File: config.mk
export PLATFORM = sky130hd
export DESIGN_NAME = instr_fetch_unit
export DESIGN_NICKNAME = d
export VERILOG_FILES = /design/src/rtl/instr_fetch_unit.sv
export SDC_FILE = /design/constraint.sdc
export NUM_CORES = 1
export LEC_CHECK = 0
export ABC_AREA = 1
export BUFFER_PORTS_ARGS = -buffer_cell sky130_fd_sc_hd__buf_2
export CAP_MARGIN = 20
export CORE_ASPECT_RATIO = 1.1
export CORE_UTILIZATION = 51
export CTS_BUF_LIST = sky130_fd_sc_hd__clkbuf_8
export CTS_CLUSTER_DIAMETER = 40
export DETAILED_ROUTE_END_ITERATION = 8
export PLACE_DENSITY = 0.71
export SLEW_MARGIN = 10
export SYNTH_ARGS = -nofsm -noshare
export SYNTH_HDL_FRONTEND = slang
export SYNTH_SLANG_ARGS = --single-unit
File: constraint.sdc
create_clock -name clk -period 2.5 [get_ports clk]
set_input_delay 0.75 -clock clk [delete_from_list [all_inputs] [get_ports clk]]
set_output_delay 0.75 -clock clk [all_outputs]
set_load 0.05 [all_outputs]
File: src/rtl/instr_fetch_unit.sv
// instr_fetch_unit
//   Front-end fetch stage. Reads 16-bit instruction words in order from a
//   multi-cycle, handshaked instruction memory (one request outstanding at a
//   time), buffers them in a DEPTH-entry FIFO and hands them to decode.
//   Handles redirects from execute, wrong-path discards and the HLT freeze.
//
// Optional feature: define FETCH_PERF_EN to add the flush_cnt / stall_cnt
//   saturating performance counters and their output ports.
//
// Ports:
//   clk, rst_n               clock, asynchronous active-low reset
//   mem_req/mem_addr         read request and word address (held until mem_gnt)
//   mem_gnt                  memory accepted the request this cycle
//   mem_rvalid/mem_rdata     read data returned, in request order
//   instr_valid/instr_ready  decode handshake: the head word (instr, instr_pc)
//                            transfers in every cycle where both are high;
//                            instr_valid never depends on instr_ready
//   redirect/redirect_pc     new fetch address from execute
//   hlt_seen                 decode consumed an HLT; freeze fetch
//   halted                   fetch is frozen until reset
//   flush_cnt, stall_cnt     (FETCH_PERF_EN only) performance counters

module instr_fetch_unit #(
    parameter int DEPTH  = 4,
    parameter int ADDR_W = 16
) (
    input  logic              clk,
    input  logic              rst_n,
    output logic              mem_req,
    output logic [ADDR_W-1:0] mem_addr,
    input  logic              mem_gnt,
    input  logic              mem_rvalid,
    input  logic [15:0]       mem_rdata,
    output logic              instr_valid,
    input  logic              instr_ready,
    output logic [15:0]       instr,
    output logic [ADDR_W-1:0] instr_pc,
    input  logic              redirect,
    input  logic [ADDR_W-1:0] redirect_pc,
    input  logic              hlt_seen,
    output logic              halted
`ifdef FETCH_PERF_EN
    ,
    output logic [15:0]       flush_cnt,
    output logic [15:0]       stall_cnt
`endif
);

    localparam int PTR_W = (DEPTH > 1) ? $clog2(DEPTH) : 1;
    localparam int CNT_W = PTR_W + 1;
    localparam logic [CNT_W-1:0] DEPTH_CNT = CNT_W'(DEPTH);

    typedef enum logic [1:0] {IDLE, REQ, WAIT, HALT} state_e;

    // state_q is the FSM state visible to checkers bound on this module.
    state_e            state_q, state_d;
    logic [ADDR_W-1:0] fetch_pc_q, fetch_pc_d;
    logic [ADDR_W-1:0] req_addr_q, req_addr_d;
    logic              discard_q, discard_d;
    logic [PTR_W-1:0]  wr_ptr_q, wr_ptr_d;
    logic [PTR_W-1:0]  rd_ptr_q, rd_ptr_d;
    logic [CNT_W-1:0]  count_q, count_d;
    logic [15:0]       word_q [DEPTH];
    logic [ADDR_W-1:0] addr_q [DEPTH];

    logic is_halted, hlt_eff, redirect_eff, flush, push, pop;

    // HLT outranks redirect, and neither does anything once frozen.
    assign is_halted    = (state_q == HALT);
    assign hlt_eff      = hlt_seen & ~is_halted;
    assign redirect_eff = redirect & ~is_halted & ~hlt_seen;
    assign flush        = hlt_eff | redirect_eff;

    // Only a WAIT-state return that is not on the wrong path enters the queue.
    assign push = (state_q == WAIT) & mem_rvalid & ~discard_q & ~flush;
    assign pop  = instr_valid & instr_ready & ~flush;

    assign instr_valid = (count_q != '0);
    assign instr       = word_q[rd_ptr_q];
    assign instr_pc    = addr_q[rd_ptr_q];
    assign halted      = is_halted;
    assign mem_req     = (state_q == REQ);
    assign mem_addr    = fetch_pc_q;

    // Queue pointers and occupancy.
    always_comb begin
        wr_ptr_d = wr_ptr_q;
        rd_ptr_d = rd_ptr_q;
        count_d  = count_q;
        if (flush) begin
            wr_ptr_d = '0;
            rd_ptr_d = '0;
            count_d  = '0;
        end else begin
            if (push) wr_ptr_d = wr_ptr_q + PTR_W'(1);
            if (pop)  rd_ptr_d = rd_ptr_q + PTR_W'(1);
            case ({push, pop})
                2'b10:   count_d = count_q + CNT_W'(1);
                2'b01:   count_d = count_q - CNT_W'(1);
                default: count_d = count_q;
            endcase
        end
    end

    // Fetch FSM. A new request is only started when the queue can take its
    // word, so a return never finds the queue full.
    always_comb begin
        state_d    = state_q;
        fetch_pc_d = fetch_pc_q;
        req_addr_d = req_addr_q;
        discard_d  = discard_q;
        case (state_q)
            IDLE: if (count_q < DEPTH_CNT) state_d = REQ;
            REQ: begin
                if (mem_gnt) begin
                    req_addr_d = fetch_pc_q;
                    fetch_pc_d = fetch_pc_q + ADDR_W'(1);
                    state_d    = WAIT;
                end
            end
            WAIT: begin
                if (mem_rvalid) begin
                    discard_d = 1'b0;
                    state_d   = (count_d < DEPTH_CNT) ? REQ : IDLE;
                end
            end
            default: state_d = HALT;
        endcase

        if (hlt_eff) begin
            // Any word still in flight returns while in HALT and is ignored.
            state_d   = HALT;
            discard_d = 1'b0;
        end else if (redirect_eff) begin
            fetch_pc_d = redirect_pc;
            case (state_q)
                REQ: begin
                    if (mem_gnt) begin
                        discard_d = 1'b1;
                        state_d   = WAIT;
                    end else begin
                        state_d = REQ;
                    end
                end
                WAIT: begin
                    if (mem_rvalid) begin
                        discard_d = 1'b0;
                        state_d   = REQ;
                    end else begin
                        discard_d = 1'b1;
                        state_d   = WAIT;
                    end
                end
                default: begin
                    discard_d = 1'b0;
                    state_d   = REQ;
                end
            endcase
        end
    end

    always_ff @(posedge clk or negedge rst_n) begin
        if (!rst_n) begin
            state_q    <= IDLE;
            fetch_pc_q <= '0;
            req_addr_q <= '0;
            discard_q  <= 1'b0;
            wr_ptr_q   <= '0;
            rd_ptr_q   <= '0;
            count_q    <= '0;
        end else begin
            state_q    <= state_d;
            fetch_pc_q <= fetch_pc_d;
            req_addr_q <= req_addr_d;
            discard_q  <= discard_d;
            wr_ptr_q   <= wr_ptr_d;
            rd_ptr_q   <= rd_ptr_d;
            count_q    <= count_d;
        end
    end

    always_ff @(posedge clk or negedge rst_n) begin
        if (!rst_n) begin
            for (int i = 0; i < DEPTH; i++) begin
                word_q[i] <= '0;
                addr_q[i] <= '0;
            end
        end else if (push) begin
            word_q[wr_ptr_q] <= mem_rdata;
            addr_q[wr_ptr_q] <= req_addr_q;
        end
    end

`ifdef FETCH_PERF_EN
    logic [15:0] flush_cnt_q, flush_cnt_d;
    logic [15:0] stall_cnt_q, stall_cnt_d;

    always_comb begin
        flush_cnt_d = flush_cnt_q;
        stall_cnt_d = stall_cnt_q;
        if (redirect_eff && (count_q != '0 || state_q == WAIT) && flush_cnt_q != 16'hFFFF)
            flush_cnt_d = flush_cnt_q + 16'd1;
        if (!instr_valid && !is_halted && stall_cnt_q != 16'hFFFF)
            stall_cnt_d = stall_cnt_q + 16'd1;
    end

    always_ff @(posedge clk or negedge rst_n) begin
        if (!rst_n) begin
            flush_cnt_q <= '0;
            stall_cnt_q <= '0;
        end else begin
            flush_cnt_q <= flush_cnt_d;
            stall_cnt_q <= stall_cnt_d;
        end
    end

    assign flush_cnt = flush_cnt_q;
    assign stall_cnt = stall_cnt_q;
`endif

endmodule

* Yosys cells after proc, flatten, opt, wreduce, memory -nomap -nowiden
Index checks and enable logic that the tools add are counted.
** Operators by class
- Bitwise gates (word level) :: 15
- Muxes and demuxes :: 37
- Reductions and logical operators :: 7
- $lt $le $gt $ge :: 5
- Equal/unequal tests :: 8
- $add $sub $neg :: 5
- $mul :: 0
- Divide/modulo/power cells :: 0
- Shift operators :: 0
** Operator list (number)
- $mux W16 :: 9
- $bwmux W64 :: 2
- $bmux W16 S2 :: 2
- $demux W16 S2 :: 1
- $mux W2 :: 11
- $add A16 B1 Y16 const B :: 1
- $and A1 B1 Y1 :: 8
- $ne A4 B4 Y1 const B :: 2
- $mux W1 :: 7
- $eq A2 B2 Y1 const B :: 3
- $ge A3 B3 Y1 const B :: 2
- $lt A3 B3 Y1 const B :: 2
- $not A2 Y3 :: 2
- $pmux W2 S3 :: 1
- $pmux W3 S2 :: 1
- $add A2 B1 Y2 const B :: 2
- $eq A2 B1 Y1 const B :: 2
- $ne A4 B1 Y1 const B :: 1
- $not A1 Y1 :: 4
- $pmux W2 S2 :: 1
- $reduce_bool A2 Y1 :: 2
- $add A3 B1 Y3 const B :: 1
- $lt A3 B1 Y1 const B :: 1
- $mux W3 :: 1
- other kinds (8) :: 8
** Word-level totals
- Bits in writable memories :: 0
- Latch bits :: 0
- Output and inout bits :: 51
- ROM bits :: 0
- Bits in registers :: 170
- Memories :: 0

* Longest topological paths before layout
Gate-level depths: netlist of run 1.
- Depth in word-level cells :: 16
- Depth in mapped cells :: 18
- Mapped depth without buffers :: 18

* Least setup slack after synthesis of run 1
OpenSTA, ideal clock, no wires.
- Path kind :: register -> register
- Start :: register state_q[1]
- End :: register state_q[0]
- Buffers on the path :: 0
- Slack :: -0.074 ns
- Arrival time :: 2.457 ns
- Cell stages (with the launch flop) :: 18
- Data required time :: 2.384 ns
- Library setup time :: 0.116 ns
- Cells stage by stage :: dfrtp_1 ha_1 inv_1 o21ai_4 inv_1 nor2_1 ha_1 xor2_1 ha_1 inv_1 nand2_1 nand3_1 nand3_1 nand2_1 nand2_1 nand2_1 nand2_1 nand2_1
** On the way
- Cells in the longest elaborated chain, start to end :: 16
- Elaborated cells on any way between the ends :: 29
** Ends and longest elaborated chain
- start: declaration :: line 56 : state_e state_q, state_d;
- start signal: assignment :: line 172 : state_q <= state_d;
- $eq A2 B2 Y1 (*) :: line 69 : assign is_halted = (state_q == HALT);
- via halted :: line 41 : output logic halted
- $not A1 Y1 (*) :: line 70, 71
- $and A1 B1 Y1 (2 in series) :: line 71 : assign redirect_eff = redirect & ~is_halted & ~hlt_seen;
- $or A1 B1 Y1 :: line 72 : assign flush = hlt_eff | redirect_eff;
- $not A1 Y1 :: line 75, 76
- $and A1 B1 Y1 (on tied branches) :: line 76, 75
- $eq A2 B1 Y1 / $eq A2 B2 Y1 (equally long branches) :: line 97 : case ({push, pop})
- $pmux W3 S2 :: line 97
- $mux W3 :: line 90 : if (flush) begin
- $lt A3 B3 Y1 :: line 124 : state_d = (count_d < DEPTH_CNT) ? REQ : IDLE;
- $mux W1 :: line 124
- $mux W2 :: line 122 : if (mem_rvalid) begin
- $pmux W2 S3 :: line 112 : case (state_q)
- $mux W2 :: line 134 : end else if (redirect_eff) begin
- $mux W2 :: line 130 : if (hlt_eff) begin
Mark *: on every way through the listed nets, which the timed path passes. The rest lies on a longest branch. The select of a mux whose other input is x is not followed.
A chain may end at the register's enable or synchronous reset.

* Worst setup path after layout of run 1
- Start :: register rd_ptr_q[0]
- End :: output port instr_pc[2]
** On the way
- Cells in the longest elaborated chain, start to end :: 4
** Ends and longest elaborated chain
- start: declaration :: line 61 : logic [PTR_W-1:0] rd_ptr_q, rd_ptr_d;
- start signal: assignment :: line 177 : rd_ptr_q <= rd_ptr_d;
- $not A2 Y3 (implied by the code) :: line 80 : assign instr_pc = addr_q[rd_ptr_q];
- $bmux W16 S2 :: line 80
- $mux W16 (implied by the code) (2 in series) :: line 80
- end: declaration :: line 37 : output logic [ADDR_W-1:0] instr_pc,
Every way passes these cells. The select of a mux whose other input is x is not followed.

==> results of run 1 <==
-- path summary, 6_finish.rpt --
check                                         from                endpoint  slack (ns)
max in group asynchronous                    rst_n   word_q[5]$_DFFE_PN0P_        1.62
min reg2reg                  addr_q[3]$_DFFE_PN0P_   addr_q[3]$_DFFE_PN0P_        0.50
min                                          rst_n   word_q[3]$_DFFE_PN0P_        0.24
min in group clk                   redirect_pc[14]  mem_addr[14]$_DFF_PN0_        0.49
max reg2reg                 state_q[0]$_DFFE_PN0P_  state_q[0]$_DFFE_PN0P_        0.27
max                        rd_ptr_q[0]$_DFFE_PN0P_             instr_pc[2]       0.009
-- worst max-delay path, cell delays in order (launching register included) --
cell and delay (ns):
dfrtp_2 0.46, clkinv_4 0.09, buf_12 0.21, nor2_1 0.08, o22ai_2 0.25, buf_6 0.20
-- logic make-up after synthesis --
logic type      after synthesis  share of synthesized area
compound gates              135                    0.09297
flops                       170                     0.5348
fa+ha+maj                    13                    0.02045
mux                         128                     0.1812
buf+inv                      79                    0.05018
simple gates                224                     0.1170
xor+xnor                      3                   0.003304
-- layout make-up --
type                       instances  area, µm²
clock buffer                      20      275.3
clock inverter                    11      120.1
multi-input combinational        503       3506
inverter                          42      162.7
timing repair buffer             119       1007
tap                              196      245.2
fill                            1216       5599
sequential                       170       4257
-- repair_timing --
| item | in CTS | in global routing |
|---|---|---|
| setup endpoints to repair | 32 | 27 |
| resized for setup | 68 | 30 |
| cloned | 1 | 0 |
| pin swaps | 1 | 2 |
-- per-layer routing --
| layer | global-route usage | vias to the layer above | share of wire |
|---|---|---|---|
| li1 | - | 2768 | - |
| met1 | 0.3033 | 2948 | 0.43 |
| met2 | 0.4222 | 141 | 0.52 |
| met3 | 0.04267 | 32 | 0.034 |
| met4 | 0.09808 | 0 | 0.024 |
| met5 | 0 | - | 0 |
-- registers in the layout (all words and copies together), names as in the netlist --
name / count
count_q: 3
word_q: 64
rd_ptr_q: 2
mem_addr: 16
discard_q: 1
req_addr_q: 16
wr_ptr_q: 2
addr_q: 64
state_q: 2
-- cell usage after synthesis (all sizes together) --
master | count | area (µm²)
clkinv | 2 | 7.510
nor3b | 1 | 7.510
a21oi | 7 | 35.03
mux2 | 128 | 1441
dfrtp | 170 | 4254
a31oi | 2 | 12.51
nor2 | 96 | 392.9
o21ai | 90 | 461.7
clkbuf | 27 | 141.4
or2 | 1 | 6.260
inv | 40 | 150.1
ha | 13 | 162.7
nand3b | 1 | 7.510
nor3 | 4 | 20.02
buf | 10 | 100.1
a22o | 1 | 8.760
xor2 | 3 | 26.28
nand4 | 3 | 18.77
o31ai | 1 | 7.510
o22ai | 33 | 206.5
nand2 | 96 | 367.8
o211ai | 1 | 7.510
nand3 | 22 | 110.1
-- through the flow --
step / cells / hold slack, ns
after floorplan: 752 / 0.4524
final: 1061 / 0.2358
after detailed placement: 1029 / 0.4768
after global routing: 1061 / 0.2488
after CTS: 1061 / 0.2193
after global placement: 1029 / 0.4625
-- power breakdown --
group,switching (mW),internal [mW]
combinational,4.62,2.51
clock,0.967,0.959
sequential,0.610,3.53
==> impl_metrics.toml, run 1 <==
[sta]
slew_violations = 0
period_needed_ns = 2.491
skew_ns = 0.008622
tns_ns = 0
max_freq_mhz = 401.4
final-hold-violation-count = 0
setup_ws_ns = 0.009020
period_share = 0.9964
maxSlewHeadroom = 0.6715
setup_violations = 0
rsz0062_at_grt = "yes"
tightestPinTransition_ns = 0.4928

[routing]
wire_per_inst_um = 17.36
drt_first_pass_iters = 4
vias = 5889
initialDrtViolationCount = 351
detail-route-antenna-nets = 0
routed_wl_mm = 18.42
vias_per_cell = 5.550
remaining_drc_errors = 0

[hold_path]
worst_hold_path_type = "in -> async"

[cts]
ctsHtreeMaxLevel = 4
clockRootBuffer = "clkbuf_8"
cts_sinks = 170
ctsHoldBuffers = 0
clk_latency_ns = 0.45
clk_path_buf_depth = 2
post_cts_buffers = 0
numCtsBuffers = 17
clkTransAtPathRegs_ns = 0.08
cts_tree = "yes"

[finish]
num_antenna_cells = 0
final_area_mm2 = 0.009573
drive_gt1_frac = 0.3653
layout_commonest_cell = "dfrtp_1"
layout_common_cells = "dfrtp_1 (168), mux2_2 (120), nand2_1 (95)"
num-nets-final = 905
area_delta_synth_final_pct = 20.36
fin_util = 0.6310

[power]
p_total_mw = 13.20
vdd_ir_drop_max_mv = 0.9299
leakage_nw = 4.776
p_per_area_mw_per_mm2 = 1379

[grt]
grt_remaining_overflow = 0
track_usage = 0.2450
grt_pass1_vias = 6111
antenna_found_initial = 0
grt_max_degree = 53
grt_pass1_wl_mm = 30.36

[placed_design]
io_buffers = 89
dpl_cell_area_mm2 = 0.008967
globalplace.congestion = 0.8875
dp_slack_ns = 0.01893
dp_hpwl_mm = 12.29

[floorplan]
die_h_um = 133.0
boundaryPins = 90
core_area_mm2 = 0.01517
die_w_um = 121.1
start_util = 0.5242
dieArea_mm2 = 0.01610
row_count = 47

[yosys]
synth_cell_types = 30
synth.cell_area_mm2 = 0.007954
postSynthAreaPerCell_um2 = 10.58
ys_ff_latch = 170
synth_nets = 804
synthCells = 752
ys.warnings.count = 0
synth_seq_area_share = 0.5348

[worst_setup_path]
required_ns = 1.75
start_kind = "flop"
reg2reg_depth = 18
cp-end-kind = "primary output"
cp_max_fo = 32
arrival_ns = 1.74
critical_path_class = "reg -> out"

[job]
max_cap_viol_count = 0

[run_status]
status = "complete, no violations"
Power figures use the tool's default switching activity.
==> inputs of run 2 (changes only) <==
--- a/config.mk
+++ b/config.mk
@@ -12,6 +12,7 @@
 export CORE_UTILIZATION = 51
 export CTS_BUF_LIST = sky130_fd_sc_hd__clkbuf_8
 export CTS_CLUSTER_DIAMETER = 40
+export CTS_CLUSTER_SIZE = 24
 export DETAILED_ROUTE_END_ITERATION = 8
 export PLACE_DENSITY = 0.71
 export SLEW_MARGIN = 10
==> constraint.sdc (replaced) <==
create_clock -name clk -period 2.5 [get_ports clk]
set_input_delay 0.125 -clock clk [delete_from_list [all_inputs] [get_ports clk]]
set_output_delay 0.125 -clock clk [all_outputs]
set_load 0.05 [all_outputs]
==> impl_metrics.toml, run 2 (synthesized netlist as in run 1, its figures left out) <==
[run_status]
status = "complete, no violations"

[routing]
routed_wl_mm = 17.75
wl_met2_mm = 8.668
vias_per_cell = 5.517
wire_per_inst_um = 16.30
wl_met1_mm = 7.947
initialDrtViolationCount = 429
wl_met3_um = 930
top_layer_used = "met4"
drt_first_pass_iters = 5
detail-route-antenna-nets = 0
vias = 6008
remaining_drc_errors = 0

[cts]
cts_tree = "yes"
clk_latency_ns = 0.46
clkTransAtPathRegs_ns = 0.09
clk_path_buf_depth = 2
numCtsBuffers = 17
cts_sinks = 170
ctsHtreeMaxLevel = 4
clockRootBuffer = "clkbuf_8"

[grt]
antenna_found_initial = 0
grt_max_degree = 79
track_usage = 0.2366
grt_pass1_vias = 5988
grt_remaining_overflow = 0
grt_pass1_wl_mm = 29.72

[power]
power.share.switching = 0.4830
p_sw_mw = 5.869
leakage_nw = 4.743
comb_power_share = 0.499
clockPowerShare = 0.162
p_total_mw = 12.15
vdd_ir_drop_max_mv = 0.7556
internal-power_mw = 6.281
p_seq_frac = 0.339
p_per_area_mw_per_mm2 = 1291

[sta]
setup_ws_ns = 0.1522
max_freq_mhz = 425.9
maxSlewHeadroom = 0.5062
tns_ns = 0
period_needed_ns = 2.348
whs_ns = 0.04143
final-hold-violation-count = 0
tightestPinTransition_ns = 0.7407
skew_ns = 0.01515
setup_violations = 0
slew_violations = 0
period_share = 0.9391

[job]
max_cap_viol_count = 0

[worst_setup_path]
cp_max_fo = 4
start_kind = "flop"
critical_path_class = "reg -> reg"
required_ns = 2.86
cp-end-kind = "flop"
arrival_ns = 2.71

[finish]
layout_common_cells = "dfrtp_1 (168), mux2_2 (120), nand2_1 (95)"
area_delta_synth_final_pct = 18.34
layout_commonest_cell = "dfrtp_1"
reg_top3 = "addr_q x64, word_q x64"
num-nets-final = 934
drive_gt1_frac = 0.3057
num_antenna_cells = 0

[placed_design]
io_buffers = 89
dp_slack_ns = -0.02462
dp_hpwl_mm = 11.38
globalplace.congestion = 0.9465

[floorplan]
core_area_mm2 = 0.01517
start_util = 0.5242
row_count = 47
dieArea_mm2 = 0.01610
die_w_um = 121.1
die_h_um = 133.0
boundaryPins = 90

[hold_path]
worst_hold_path_type = "in -> reg"
## run 2: power groups by stage
| stage | Sequential (mW) | Clock (mW) | Combinational, mW |
|---|---|---|---|
| after floorplan | 4.43 | 0 | 4.17 |
| after global placement | 4.09 | 0 | 5.84 |
| after detailed placement | 4.15 | 0 | 5.96 |
| after CTS | 4.10 | 1.99 | 6.02 |
| after global routing | 4.24 | 2.11 | 6.53 |
| final | 4.12 | 1.96 | 6.07 |
## run 2: cell type report
type | instances | area [µm²]
inverter | 42 | 157.7
multi-input combinational | 503 | 3328
tap | 196 | 245.2
timing repair buffer | 148 | 1030
clock inverter | 11 | 133.9
clock buffer | 19 | 261.5
fill | 1228 | 5759
sequential | 170 | 4257
## run 2: worst paths after layout
path	from	to	slack (ns)	cells past startpoint
worst min-delay path	redirect	rd_ptr_q[0]$_DFFE_PN0P_	0.04	4
worst min register to register	addr_q[25]$_DFFE_PN0P_	addr_q[25]$_DFFE_PN0P_	0.49	1
min in group asynchronous	rst_n	word_q[1]$_DFFE_PN0P_	0.27	2
max in group asynchronous	rst_n	word_q[55]$_DFFE_PN0P_	1.53	3
worst max-delay path	state_q[0]$_DFFE_PN0P_	state_q[0]$_DFFE_PN0P_	0.15	18
worst max register to register	state_q[0]$_DFFE_PN0P_	state_q[0]$_DFFE_PN0P_	0.15	18
## run 2: timing repair
item / CTS / global route
cloned: 0 / 0
endpoints found under the hold margin: 156 / 0
gates resized for setup: 1 / 6
hold buffers: 34 / 0
buffers inserted: 0 / 4
setup endpoints to repair: 1 / 2
## run 2: worst max-delay path, cell delays in order, from the launching register on
cell	delay [ns]
dfrtp_1	0.45
inv_1	0.13
ha_1	0.20
nand2_1	0.15
nor2_4	0.15
nand2_4	0.06
ha_2	0.19
xor2_1	0.15
ha_1	0.18
inv_1	0.05
nand2_1	0.07
inv_1	0.06
nand2_1	0.05
nand3_1	0.06
nand2_1	0.07
nand2_1	0.06
nand2_1	0.05
nand2_1	0.06
nand2_1	0.05
## run 2: metrics by stage
stage	utilization	instances	instance area, µm²
global route	0.6204	1089	9413
CTS	0.6169	1085	9359
finish	0.6204	1089	9413
global placement	0.5682	1021	8621
detailed placement	0.5682	1021	8621
floorplan	-	752	7956
## run 2: routing by layer
| metal | track usage | up-vias |
|---|---|---|
| met1 | 0.3112 | 2997 |
| li1 | - | 2820 |
| met5 | 0 | - |
| met3 | 0.05776 | 16 |
| met4 | 0.06859 | 0 |
| met2 | 0.3879 | 175 |
==> inputs of run 3 (changes only) <==
--- a/config.mk
+++ b/config.mk
@@ -9,12 +9,14 @@
 export BUFFER_PORTS_ARGS = -buffer_cell sky130_fd_sc_hd__buf_2
 export CAP_MARGIN = 20
 export CORE_ASPECT_RATIO = 1.1
+export CORE_MARGIN = 2
 export CORE_UTILIZATION = 51
-export CTS_BUF_LIST = sky130_fd_sc_hd__clkbuf_8
+export CTS_BUF_LIST = sky130_fd_sc_hd__clkbuf_2 sky130_fd_sc_hd__clkbuf_4 sky130_fd_sc_hd__clkbuf_8
 export CTS_CLUSTER_DIAMETER = 40
 export CTS_CLUSTER_SIZE = 24
 export DETAILED_ROUTE_END_ITERATION = 8
 export PLACE_DENSITY = 0.71
+export REMOVE_ABC_BUFFERS = 1
 export SLEW_MARGIN = 10
 export SYNTH_ARGS = -nofsm -noshare
 export SYNTH_HDL_FRONTEND = slang
==> impl_metrics.toml, run 3 (synthesized netlist as in run 1, its figures left out) <==
[routing]
top_layer_used = "met4"
wl_met3_um = 895
wl_met2_mm = 9.352
remaining_drc_errors = 0
wl_met1_mm = 7.849
wire_per_inst_um = 16.89
detail-route-antenna-nets = 0
initialDrtViolationCount = 464
routed_wl_mm = 18.36
vias = 6020
vias_per_cell = 5.538
drt_first_pass_iters = 4

[worst_setup_path]
crit_chain = "buf_4, o21ai_0, o22ai_1, buf_2"
crit_buf_inv = 2
cp_max_fo = 24
rr_startpoint = "state_q[1]$_DFFE_PN0P_"
critical_path_class = "reg -> out"
path_depth = 4
cp-end-kind = "primary output"
required_ns = 2.38
regToRegSetupSlack_ns = 0.23
reg2reg_to = "state_q[0]$_DFFE_PN0P_"
cp_slowest_stage_delay_ns = 0.63
crit_family = "buffers and inverters"
start_kind = "flop"
arrival_ns = 2.19
slowest_stage = "dfrtp_1"
reg2reg_depth = 17

[cts]
ctsHtreeMaxLevel = 4
numCtsBuffers = 17
clk_path_buf_depth = 2
clk_latency_ns = 0.46
clkTransAtPathRegs_ns = 0.08
cts_sinks = 170
clockRootBuffer = "clkbuf_8"
cts_tree = "yes"

[finish]
area_delta_synth_final_pct = 18.99
reg_top3 = "addr_q x64, word_q x64"
layout_common_cells = "dfrtp_1 (169), mux2_2 (120), nand2_1 (94)"
layout_commonest_cell = "dfrtp_1"
num-nets-final = 930
fin_util = 0.6238
num_antenna_cells = 0
drive_gt1_frac = 0.3098

[floorplan]
die_w_um = 123.1
start_util = 0.5242
dieArea_mm2 = 0.01661
die_h_um = 135.0
boundaryPins = 90
row_count = 47
core_area_mm2 = 0.01517

[sta]
final-hold-violation-count = 0
whs_ns = 0.1227
max_freq_mhz = 432.5
period_share = 0.9249
period_needed_ns = 2.312
tightestPinTransition_ns = 0.6620
maxSlewHeadroom = 0.5587
skew_ns = 0.009255
setup_violations = 0
slew_violations = 0
rsz0062_at_grt = "no"

[power]
power.share.switching = 0.4790
p_seq_frac = 0.334
internal-power_mw = 6.427
comb_power_share = 0.495
p_sw_mw = 5.908
clockPowerShare = 0.171
p_per_area_mw_per_mm2 = 1303
leakage_nw = 4.746
vdd_ir_drop_max_mv = 0.9215

[hold_path]
hold_depth = 6
worst_hold_path_type = "in -> reg"
worstHoldStart = "mem_rvalid"
holdPathEnd = "discard_q$_DFF_PN0_"

[grt]
grt_remaining_overflow = 0
antenna_found_initial = 0
grt_pass1_wl_mm = 29.97
grt_max_degree = 72
grt_pass1_vias = 6099
track_usage = 0.2329

[placed_design]
dp_hpwl_mm = 11.36
globalplace.congestion = 0.8422
io_buffers = 89

[run_status]
status = "complete, no violations"

[job]
max_cap_viol_count = 0
[run 3: repair_timing]
| item | CTS | global route |
|---|---|---|
| setup buffers | 0 | 4 |
| hold buffers | 35 | 0 |
| endpoints found under the hold margin | 151 | 0 |
| gates resized for setup | 0 | 10 |
| setup endpoints to repair | 0 | 3 |
[run 3: final cells by class]
class | count | area, µm²
clock buffers | 25 | 331.6
clock inverters | 7 | 110.1
fillers | 1206 | 5708
inverters | 42 | 157.7
multi-input cells | 503 | 3333
flip-flops and latches | 170 | 4255
well taps | 196 | 245.2
repair buffers | 144 | 1031
[run 3: tightest hold or removal path, cell delays in order]
cell	delay (ns)
buf_2	0.10
nand2_2	0.09
nand2_1	0.08
nand2_1	0.04
nand2_1	0.05
a21oi_1	0.05
[run 3: stage by stage]
stage / setup TNS, ns / cell area, µm² / instances / setup WS [ns] / power, mW
2_1_floorplan: -26.05 / 7712 / 715 / -0.8033 / 8.512
3_3_place_gp: 0 / 8606 / 1016 / 0.2144 / 9.948
3_5_place_dp: 0 / 8606 / 1016 / 0.03194 / 10.15
4_1_cts: 0 / 9398 / 1083 / 0.005473 / 12.31
5_1_grt: 0 / 9464 / 1087 / 0.008356 / 13.08
6_report: 0 / 9464 / 1087 / 0.1877 / 12.34
[run 3: metal layers]
metal | GRT usage | up-vias
met3 | 0.04350 | 22
li1 | - | 2811
met4 | 0.07765 | 0
met1 | 0.2908 | 3030
met2 | 0.4052 | 157
met5 | 0 | -
[run 3: power groups by stage]
| stage | Clock (mW) | Sequential [mW] | Combinational, mW |
|---|---|---|---|
| 2_1_floorplan | 0 | 4.51 | 4.00 |
| 6_report | 2.10 | 4.13 | 6.11 |
| 4_1_cts | 2.14 | 4.12 | 6.05 |
| 5_1_grt | 2.26 | 4.24 | 6.58 |
| 3_3_place_gp | 0 | 4.10 | 5.85 |
| 3_5_place_dp | 0 | 4.17 | 5.98 |
[run 3: worst max-delay path by stage]
stage	slack (ns)	endpoint	startpoint
3_5_place_dp	0.03	state_q[0]$_DFFE_PN0P_	state_q[1]$_DFFE_PN0P_
3_3_place_gp	0.21	state_q[0]$_DFFE_PN0P_	state_q[1]$_DFFE_PN0P_
4_1_cts	0.005	state_q[0]$_DFFE_PN0P_	state_q[1]$_DFFE_PN0P_
5_1_grt	0.008	state_q[0]$_DFFE_PN0P_	state_q[1]$_DFFE_PN0P_
2_1_floorplan	-0.80	instr[0]	rd_ptr_q[0]$_DFFE_PN0P_
6_report	0.19	instr_pc[3]	rd_ptr_q[1]$_DFFE_PN0P_
